[src/rtl/phase_align_pkg.sv]
// Shared types and constants for the phase-alignment sequencer.
// The control state is one packed struct so it can be triplicated and voted as a unit.
package phase_align_pkg;

  localparam int PHASE_W = 3;
  localparam int MATCH_W = 4;
  localparam logic [7:0] SYNC_WORD_DEF = 8'hBC;

  typedef enum logic [2:0] {
    ST_IDLE   = 3'd0,
    ST_SETTLE = 3'd1,
    ST_HUNT   = 3'd2,
    ST_CHECK  = 3'd3,
    ST_LOCKED = 3'd4
  } state_t;

  typedef struct packed {
    state_t             state;
    logic [PHASE_W-1:0] phase;
    logic               slip;
    logic               sweep_fail;
  } ctrl_t;

  // Bitwise majority of three replicas.
  function automatic ctrl_t vote3(input ctrl_t a, input ctrl_t b, input ctrl_t c);
    return ctrl_t'((a & b) | (a & c) | (b & c));
  endfunction

endpackage

[src/rtl/phase_align_if.sv]
// Signal bundle between the deserializer window mux side and the alignment sequencer.
// word_valid qualifies word_in for one cycle; there is no ready, the sequencer consumes every valid word.
interface phase_align_if;
  import phase_align_pkg::*;

  logic                enable;
  logic                realign;
  logic                word_valid;
  logic [7:0]          word_in;
  logic [PHASE_W-1:0]  phase_shift;
  logic                slip;
  logic                locked;
  logic                sweep_fail;
  logic [MATCH_W-1:0]  match_cnt;
  state_t              state;
  logic [PHASE_W-1:0]  tried_cnt;

  modport master (
    output enable, realign, word_valid, word_in,
    input  phase_shift, slip, locked, sweep_fail, match_cnt, state, tried_cnt
  );

  modport slave (
    input  enable, realign, word_valid, word_in,
    output phase_shift, slip, locked, sweep_fail, match_cnt, state, tried_cnt
  );
endinterface

[src/rtl/phase_align_cnt.sv]
// Triplicated loadable up/down counter with an equality terminal flag.
// Priority: load, then inc, then dec; the next value is computed from the voted count.
module phase_align_cnt #(
  parameter int W = 4
) (
  input  logic         clk,
  input  logic         rst,
  input  logic         load,
  input  logic [W-1:0] load_val,
  input  logic         inc,
  input  logic         dec,
  input  logic [W-1:0] term_val,
  output logic [W-1:0] cnt,
  output logic         term
);

  logic [W-1:0] cnt_r [3];
  logic [W-1:0] nxt;

  assign cnt  = (cnt_r[0] & cnt_r[1]) | (cnt_r[0] & cnt_r[2]) | (cnt_r[1] & cnt_r[2]);
  assign term = (cnt == term_val);

  always_comb begin
    nxt = cnt;
    if (load)     nxt = load_val;
    else if (inc) nxt = cnt + 1'b1;
    else if (dec) nxt = cnt - 1'b1;
  end

  always_ff @(posedge clk) begin
    for (int i = 0; i < 3; i++) begin
      if (rst) cnt_r[i] <= '0;
      else     cnt_r[i] <= nxt;
    end
  end

endmodule

[src/rtl/phase_align_ctrl.sv]
// Word-alignment sequencer: steps the mux phase until the training word is seen
// LOCK_COUNT times in a row, flagging a sweep failure after NPHASE fruitless phases.
module phase_align_ctrl
  import phase_align_pkg::*;
#(
  parameter logic [7:0] SYNC_WORD    = SYNC_WORD_DEF,
  parameter int         LOCK_COUNT   = 4,
  parameter int         SETTLE_WORDS = 2,
  parameter int         NPHASE       = 8
) (
  input  logic         clk,
  input  logic         rst,
  phase_align_if.slave bus
);

  localparam state_t SETTLE_ENTRY = (SETTLE_WORDS == 0) ? ST_HUNT : ST_SETTLE;

  ctrl_t ctrl_r [3];
  ctrl_t c;
  ctrl_t n;

  logic                settle_load, settle_dec, settle_term;
  logic [PHASE_W-1:0]  settle_cnt;
  logic                match_load, match_inc, match_term;
  logic [MATCH_W-1:0]  match_val, match_cnt;
  logic                tried_load, tried_inc, tried_term;
  logic [PHASE_W-1:0]  tried_cnt;
  logic                do_slip, hit;
  logic [PHASE_W-1:0]  phase_inc;

  assign c         = vote3(ctrl_r[0], ctrl_r[1], ctrl_r[2]);
  assign hit       = (bus.word_in == SYNC_WORD);
  assign phase_inc = (c.phase == PHASE_W'(NPHASE - 1)) ? '0 : c.phase + 1'b1;

  always_comb begin
    n           = c;
    n.slip      = 1'b0;
    do_slip     = 1'b0;
    settle_load = 1'b0;
    settle_dec  = 1'b0;
    match_load  = 1'b0;
    match_val   = '0;
    match_inc   = 1'b0;
    tried_load  = 1'b0;
    tried_inc   = 1'b0;

    if (!bus.enable) begin
      n.state    = ST_IDLE;
      match_load = 1'b1;
    end else begin
      case (c.state)
        ST_IDLE: begin
          // Leaving IDLE is the rising edge of enable: start a fresh sweep.
          n.sweep_fail = 1'b0;
          tried_load   = 1'b1;
          settle_load  = 1'b1;
          n.state      = SETTLE_ENTRY;
        end
        ST_SETTLE: begin
          if (settle_cnt == '0) begin
            n.state = ST_HUNT;
          end else if (bus.word_valid) begin
            settle_dec = 1'b1;
            if (settle_term) n.state = ST_HUNT;
          end
        end
        ST_HUNT: begin
          if (bus.word_valid) begin
            if (hit) begin
              match_load = 1'b1;
              match_val  = MATCH_W'(1);
              n.state    = (LOCK_COUNT == 1) ? ST_LOCKED : ST_CHECK;
            end else begin
              do_slip = 1'b1;
            end
          end
        end
        ST_CHECK: begin
          if (bus.word_valid) begin
            if (hit) begin
              match_inc = 1'b1;
              if (match_term) n.state = ST_LOCKED;
            end else begin
              match_load = 1'b1;
              do_slip    = 1'b1;
            end
          end
        end
        ST_LOCKED: begin
          tried_load = 1'b1;
          if (bus.realign) begin
            match_load  = 1'b1;
            settle_load = 1'b1;
            n.state     = SETTLE_ENTRY;
          end
        end
        default: n.state = ST_IDLE;
      endcase
    end

    // Always pass through SETTLE after a slip so slip can never pulse twice in a row.
    if (do_slip) begin
      n.phase     = phase_inc;
      n.slip      = 1'b1;
      n.state     = ST_SETTLE;
      settle_load = 1'b1;
      if (tried_term) begin
        tried_load   = 1'b1;
        n.sweep_fail = 1'b1;
      end else begin
        tried_inc = 1'b1;
      end
    end
  end

  always_ff @(posedge clk) begin
    for (int i = 0; i < 3; i++) begin
      if (rst) ctrl_r[i] <= '0;
      else     ctrl_r[i] <= n;
    end
  end

  phase_align_cnt #(.W(PHASE_W)) u_settle_cnt (
    .clk(clk), .rst(rst),
    .load(settle_load), .load_val(PHASE_W'(SETTLE_WORDS)),
    .inc(1'b0), .dec(settle_dec),
    .term_val(PHASE_W'(1)),
    .cnt(settle_cnt), .term(settle_term)
  );

  phase_align_cnt #(.W(MATCH_W)) u_match_cnt (
    .clk(clk), .rst(rst),
    .load(match_load), .load_val(match_val),
    .inc(match_inc), .dec(1'b0),
    .term_val(MATCH_W'(LOCK_COUNT - 1)),
    .cnt(match_cnt), .term(match_term)
  );

  phase_align_cnt #(.W(PHASE_W)) u_tried_cnt (
    .clk(clk), .rst(rst),
    .load(tried_load), .load_val('0),
    .inc(tried_inc), .dec(1'b0),
    .term_val(PHASE_W'(NPHASE - 1)),
    .cnt(tried_cnt), .term(tried_term)
  );

  assign bus.phase_shift = c.phase;
  assign bus.slip        = c.slip;
  assign bus.locked      = (c.state == ST_LOCKED);
  assign bus.sweep_fail  = c.sweep_fail;
  assign bus.match_cnt   = match_cnt;
  assign bus.state       = c.state;
  assign bus.tried_cnt   = tried_cnt;

endmodule

[src/flat_wrapper.sv]
// flat-port wrapper written by rule: the top's interface ports become plain ports
module phase_align_ctrl_flat import phase_align_pkg::*;
#(
  parameter logic [7:0] SYNC_WORD    = SYNC_WORD_DEF,
  parameter int         LOCK_COUNT   = 4,
  parameter int         SETTLE_WORDS = 2,
  parameter int         NPHASE       = 8
)
  (clk, rst, bus_enable, bus_realign, bus_word_valid, bus_word_in, bus_phase_shift, bus_slip, bus_locked, bus_sweep_fail, bus_match_cnt, bus_state, bus_tried_cnt);
  phase_align_if bus_i ();
  input  logic clk;
  input  logic rst;
  input wire logic [$bits(bus_i.enable)-1:0] bus_enable;
  input wire logic [$bits(bus_i.realign)-1:0] bus_realign;
  input wire logic [$bits(bus_i.word_valid)-1:0] bus_word_valid;
  input wire logic [$bits(bus_i.word_in)-1:0] bus_word_in;
  output wire logic [$bits(bus_i.phase_shift)-1:0] bus_phase_shift;
  output wire logic [$bits(bus_i.slip)-1:0] bus_slip;
  output wire logic [$bits(bus_i.locked)-1:0] bus_locked;
  output wire logic [$bits(bus_i.sweep_fail)-1:0] bus_sweep_fail;
  output wire logic [$bits(bus_i.match_cnt)-1:0] bus_match_cnt;
  output wire logic [$bits(bus_i.state)-1:0] bus_state;
  output wire logic [$bits(bus_i.tried_cnt)-1:0] bus_tried_cnt;
  assign bus_i.enable = bus_enable;
  assign bus_i.realign = bus_realign;
  assign bus_i.word_valid = bus_word_valid;
  assign bus_i.word_in = bus_word_in;
  assign bus_phase_shift = bus_i.phase_shift;
  assign bus_slip = bus_i.slip;
  assign bus_locked = bus_i.locked;
  assign bus_sweep_fail = bus_i.sweep_fail;
  assign bus_match_cnt = bus_i.match_cnt;
  assign bus_state = bus_i.state;
  assign bus_tried_cnt = bus_i.tried_cnt;
  phase_align_ctrl #(.SYNC_WORD(SYNC_WORD), .LOCK_COUNT(LOCK_COUNT), .SETTLE_WORDS(SETTLE_WORDS), .NPHASE(NPHASE)) u_core (.clk(clk), .rst(rst), .bus(bus_i));
endmodule
[config.mk]
export PLATFORM = sky130hd
export DESIGN_NAME = phase_align_ctrl_flat
export DESIGN_NICKNAME = d
export VERILOG_FILES = /design/src/rtl/phase_align_pkg.sv /design/src/rtl/phase_align_if.sv /design/src/rtl/phase_align_cnt.sv /design/src/rtl/phase_align_ctrl.sv /design/src/flat_wrapper.sv
export SDC_FILE = /design/constraint.sdc
export NUM_CORES = 1
export LEC_CHECK = 0
export CAP_MARGIN = 30
export CELL_PAD_IN_SITES_DETAIL_PLACEMENT = 1
export CELL_PAD_IN_SITES_GLOBAL_PLACEMENT = 1
export CORE_ASPECT_RATIO = 0.8
export CORE_MARGIN = 5
export CORE_UTILIZATION = 37
export DETAILED_ROUTE_END_ITERATION = 8
export GPL_TIMING_DRIVEN = 0
export PLACE_DENSITY_LB_ADDON = 0.08
export SYNTH_ARGS = -nofsm -noshare
export SYNTH_HDL_FRONTEND = slang
export SYNTH_SLANG_ARGS = --single-unit
[constraint.sdc]
create_clock -name clk -period 2.2 [get_ports clk]
set_input_delay 0.44 -clock clk [delete_from_list [all_inputs] [get_ports clk]]
set_output_delay 0.44 -clock clk [all_outputs]
set_load 0.02 [all_outputs]
# Word level (Yosys, flattened, before mapping)
# Memories as Yosys holds them, arrays and structs flattened.
# Cells that the tools add are included.
word_totals:
  ff_bits: 0
  ram_bits: 54
  inputBits: 13
  output_inout_bits: 16
  memories: 4
classes:
  n_addsub: 4
  n_eq_ne: 9
  muxes: 65
  bitwise_logic: 32
  reduce_logical: 4
mem_list:
  columns: ["name", "words", "width", "rd", "rd_clocked_by_memory_dff", "write_ports", "line_no", "text"]
  rows:
  - ["u_core.ctrl_r", 3, 8, 3, 0, 3, "phase_align_ctrl.sv:18", "ctrl_t ctrl_r [3];"]
  - ["u_core.u_match_cnt.cnt_r", 3, 4, 3, 0, 3, "phase_align_cnt.sv:17", "logic [W-1:0] cnt_r [3];"]
  - ["u_core.u_settle_cnt.cnt_r", 3, 3, 3, 0, 3, "phase_align_cnt.sv:17", null]
  - ["u_core.u_tried_cnt.cnt_r", 3, 3, 3, 0, 3, "phase_align_cnt.sv:17", null]
op_table:
  columns: ["operator", "count"]
  rows:
  - ["two-way mux 3 bit", 21]
  - ["two-way mux 4 bit", 8]
  - ["two-way mux 8 bit", 4]
  - ["two-way mux 1 bit", 29]
  - ["AND 8 bit", 3]
  - ["AND 3 bit", 6]
  - ["bitwise OR 8 bit", 2]
  - ["case mux 3 bit (5 select lines)", 1]
  - ["AND 4 bit", 3]
  - ["bitwise OR 1 bit", 12]
  - ["bitwise OR 3 bit", 4]
  - ["== test 3 bit, second input constant", 3]
  - ["== test 8 bit, second input constant", 1]
  - ["bitwise OR 4 bit", 2]
  - ["adder 3 x 1 -> 3 bit, second input constant", 2]
  - ["== test 3 x 1 -> 1 bit, second input constant", 2]
  - ["== test 3 x 2 -> 1 bit, second input constant", 2]
  - ["logical NOT 3 bit", 2]
  - ["adder 4 x 1 -> 4 bit, second input constant", 1]
  - ["== test 4 x 2 -> 1 bit, second input constant", 1]
  - ["OR reduction 2 bit", 2]
  - ["case mux 1 bit (3 select lines)", 1]
  - ["subtractor 3 x 1 -> 3 bit, second input constant", 1]
  - ["case mux 1 bit (2 select lines)", 1]

# Logic depth before layout (Yosys ltp)
# Gate-level depths: netlist (run 1).
# An unclocked memory read counts as a cell.
depth:
  depth_word: 12
  ltp_mapped: 6

# Cells and area by module
# A second synthesis (run 1) with hierarchy kept.
unflattened:
  hier_cells: 158
  hier_area_um2: 1346.3
by_module_without_submodules:
  columns: ["mod", "instances", "cells_per_inst", "area_each_um2", "seq_area_each_um2"]
  rows:
  - ["phase_align_ctrl", 1, 61, 554.3, 160.2]
  - ["phase_align_cnt (u_core.u_settle_cnt ...)", 2, 28, 227.7, 60.1]
  - ["phase_align_cnt (u_core.u_match_cnt)", 1, 41, 336.6, 80.1]

# Least setup slack after synthesis (run 1)
# Ideal clock, no wire load.
synth_timing:
  path_kind: "register to register"
  start: "memory u_core.u_match_cnt.cnt_r[0][0]"
  end: "memory u_core.ctrl_r[2][5] (netlist name)"
  setup_time_ns: 0.120
  arrival_time_ns: 1.402
  required_time_ns: 2.080
  setup_slack_ns: 0.678
  stages_incl_launch_ff: 6
  n_path_buf: 0
  cell_sequence: "dfxtp_1 -> ha_1 -> nor3b_1 -> nand4_1 -> nor2b_1 -> a211o_1"
synth_lines:
  columns: ["item", "line_no"]
  rows:
  - ["start, declared", "phase_align_cnt.sv:17"]
  - ["end, declared", "phase_align_ctrl.sv:18"]

==> run metrics, run 1 <==
Area contributors post-synth=dfxtp_1 34%, ha_1 9.3%, nand2_1 5.2%; Max-Cap Viols=0; placed cell count=roughly 190; crit end category=output port; minimum clock period=1950 ps; Synth Area in Compound Gates=0.135; area leader, netlist=dfxtp_1; Commonest cells post-synth=18 x dfxtp_1, 15 x nand2_1, 8 x ha_1, 8 x nor2_1, 7 x a21oi_1; CTS max path bufs=2; die area=4090 sq um; FFs w/ async S/R, synth=0; HP Class=flip-flop to flip-flop; vias in the first global route=between 1000 and 1500; Syn Inst Count=125; crit path launch=u_core.ctrl_r[2][5]; Site Rows=17; layout net count=177; die width=roughly 70 um; Worst-Skew Late Latency=around 300 ps; CTS Buf Count=3; r2r startpoint=u_core.u_match_cnt.cnt_r[0][0]; part of the cycle the worst path needs=0.888; Synth cell types=42; drt via density=5.33; TNS Setup=0 ps; antenna violations before repair=0; warning count from the yosys run=0; internal power=0.000473 W; endpoints failing hold=0; die height=58.2 um; Cell Area, Synth=about 1100 sq um; CP startpoint kind=flip-flop; switching share of power=0.249; final wirelength=2.92 mm; Synth Area in Adders=0.0931; multiplexer area fraction after synthesis=0.0186; Ant. Diodes=0; status=finished clean; Sw Pwr=0.000157 W; number of synthesized register bits=18; via count=1029; Initial Util=0.389; Clock power frac=0.331; r2r setup slk=approximately 540 ps; GR Overflow Total=0; Post-DRT Antenna Nets=0; count leader, synth=dfxtp_1; Slew HR=0.681; main combinational cell family by area after synthesis=simple AND/OR/NAND/NOR gates; Syn-to-layout area delta=31.9%; Boundary Pins=29; Seq/Total Area, Yosys=0.335; Achievable Freq=0.512 GHz; VDD IR max=0.000306 V; Final Slew Violations=0; CP Max Fanout=9; gpl congestion=0.835; total track usage=0.145; Post-synth EDFFs=0; first-pass GRT wire length=~4.7 mm; # setup viols final=0; RSZ-0062 raised after global routing=false; skew final=3.77 ps; hold buffers post-CTS=0; Simple-Gate Fraction of Synth Area=0.333; Synth Flop Type=dfxtp_1; Req. time, crit path=1760 ps; Worst-path clk slew=100 ps; Core Area=2770 sq um; IO Port Bufs=26; xor/xnor cell area share of the yosys netlist=0.0326; Pwr Density=445 nW/um^2; CP endpoint=bus_locked; sequential share of power=0.527; wire per inst=around 15 um; crit path kind=flip-flop to output port; combinational share of power=0.141; DPL Wire Length=~2.3 mm; reg2reg end=u_core.ctrl_r[2][5]; CTS tree=built; first drt pass iteration count=4; CP arrival=between 1500 and 2000 ps; drt drc=0; fraction of layout instances using a drive strength above 1=0.0968; Non-Filler Instances=between 150 and 200; largest net degree at the start of global routing=11; Pleak=0.535 nW; Mean Syn Cell Area=8.60 sq um; clock sinks=18; area share of the largest cell type after synthesis=0.335; worst slew pin tran=about 470 ps; H-tree depth=1; Root Buffer=clkbuf_4; Reg2Reg Depth=5; syn_nets=146; initial DRC count=32; final core occ=0.513
## layout make-up
cell class / count / area, sq um
Fill cell: 332 / 1350
Multi-Input combinational cell: 96 / 658
Sequential cell: 18 / 360
Timing Repair Buffer: 26 / 259
Tap cell: 38 / 47.5
Buffer: 6 / 37.5
Clock buffer: 4 / 36.3
Inverter: 5 / 18.8
## logic make-up (layout without fill, tap and decap cells)
kind of cell,after synthesis,after routing
buffers and inverters,11,41
and+or+nand+nor,60,60
AOI/OAI and AO/OA,22,22
DFF,18,18
adders and majority gates,8,8
xor gates and xnor gates,4,4
muxes,2,2
## repair_timing
action,in CTS,in global routing
resized for setup,1,0
setup endpoints to repair,1,0
buffers inserted,0,0
## per-layer routing
layer,global-route usage,up-vias,routed length [um]
met5,0,-,0
met4,0.0383,0,28
met3,0.0520,4,151
met2,0.252,25,1400
met1,0.169,487,1340
li1,-,513,-
## placed cells by master (no fill, tap or decap), types with 2 or more instances in the layout
cell	count
clkdlybuf4s50_1	25
dfxtp_1	18
nand2_1	15
nor2_1	8
ha_1	8
a21oi_1	7
inv_1	5
nand4_1	5
nor3_1	4
o21ai_0	4
and4b_1	3
nand4b_1	3
nor2b_1	3
nand3_1	3
xnor2_1	3
clkbuf_4	3
clkbuf_2	2
and2_1	2
and4bb_2	2
nand3b_1	2
nand2b_1	2
or3_1	2
mux2i_1	2
nor4_1	2
## metrics by stage
stage	instance area, sq um	power (W)	hold WS, ps	setup slack (ps)
after floorplan	1070	0.000388	543	678
after global placement	1380	0.000425	456	54.5
after detailed placement	1380	0.000429	471	31.7
after CTS	1420	0.000636	487	242
after global routing	1420	0.000664	518	113
final	1420	0.000630	482	247
## critical path, stage by stage, from the launching register on
cell and delay (ps):
dfxtp_1 320, clkbuf_2 180, nor2_1 190, and2_1 180
dlygate4sd2_1 340
## state kept, by name, summed over array words and instances (netlist names)
name	flops
u_core.ctrl_r	8
u_core.u_match_cnt.cnt_r	4
u_core.u_tried_cnt.cnt_r	3
u_core.u_settle_cnt.cnt_r	3
## power groups by stage
stage          registers (W)  logic (W)  clock network [W]
2_1_floorplan       0.000343  0.0000458                  0
3_3_place_gp        0.000340  0.0000855                  0
3_5_place_dp        0.000340  0.0000889                  0
4_1_cts             0.000332  0.0000894           0.000214
5_1_grt             0.000333  0.0000970           0.000234
6_report            0.000332  0.0000892           0.000209
## how the worst min path moves through the flow
stage                                              start                             end  slack [ps]  depth (start not counted)
final                     u_core.u_tried_cnt.cnt_r[0][2]  u_core.u_tried_cnt.cnt_r[0][2]         480                          2
after CTS                 u_core.u_tried_cnt.cnt_r[0][2]  u_core.u_tried_cnt.cnt_r[0][2]         490                          2
after global routing      u_core.u_tried_cnt.cnt_r[0][1]  u_core.u_tried_cnt.cnt_r[0][1]         520                          2
after floorplan           u_core.u_tried_cnt.cnt_r[0][1]  u_core.u_tried_cnt.cnt_r[0][1]         540                          2
after global placement    u_core.u_tried_cnt.cnt_r[0][1]  u_core.u_tried_cnt.cnt_r[0][1]         460                          2
after detailed placement  u_core.u_tried_cnt.cnt_r[0][2]  u_core.u_tried_cnt.cnt_r[0][2]         470                          2
Power figures use the tool's default switching activity.
==> run 2: changes to the inputs <==
- GPL_ROUTABILITY_DRIVEN: default -> 0
==> results of run 2 <==
Final layout, timing and power as in run 1 (identical DEF).
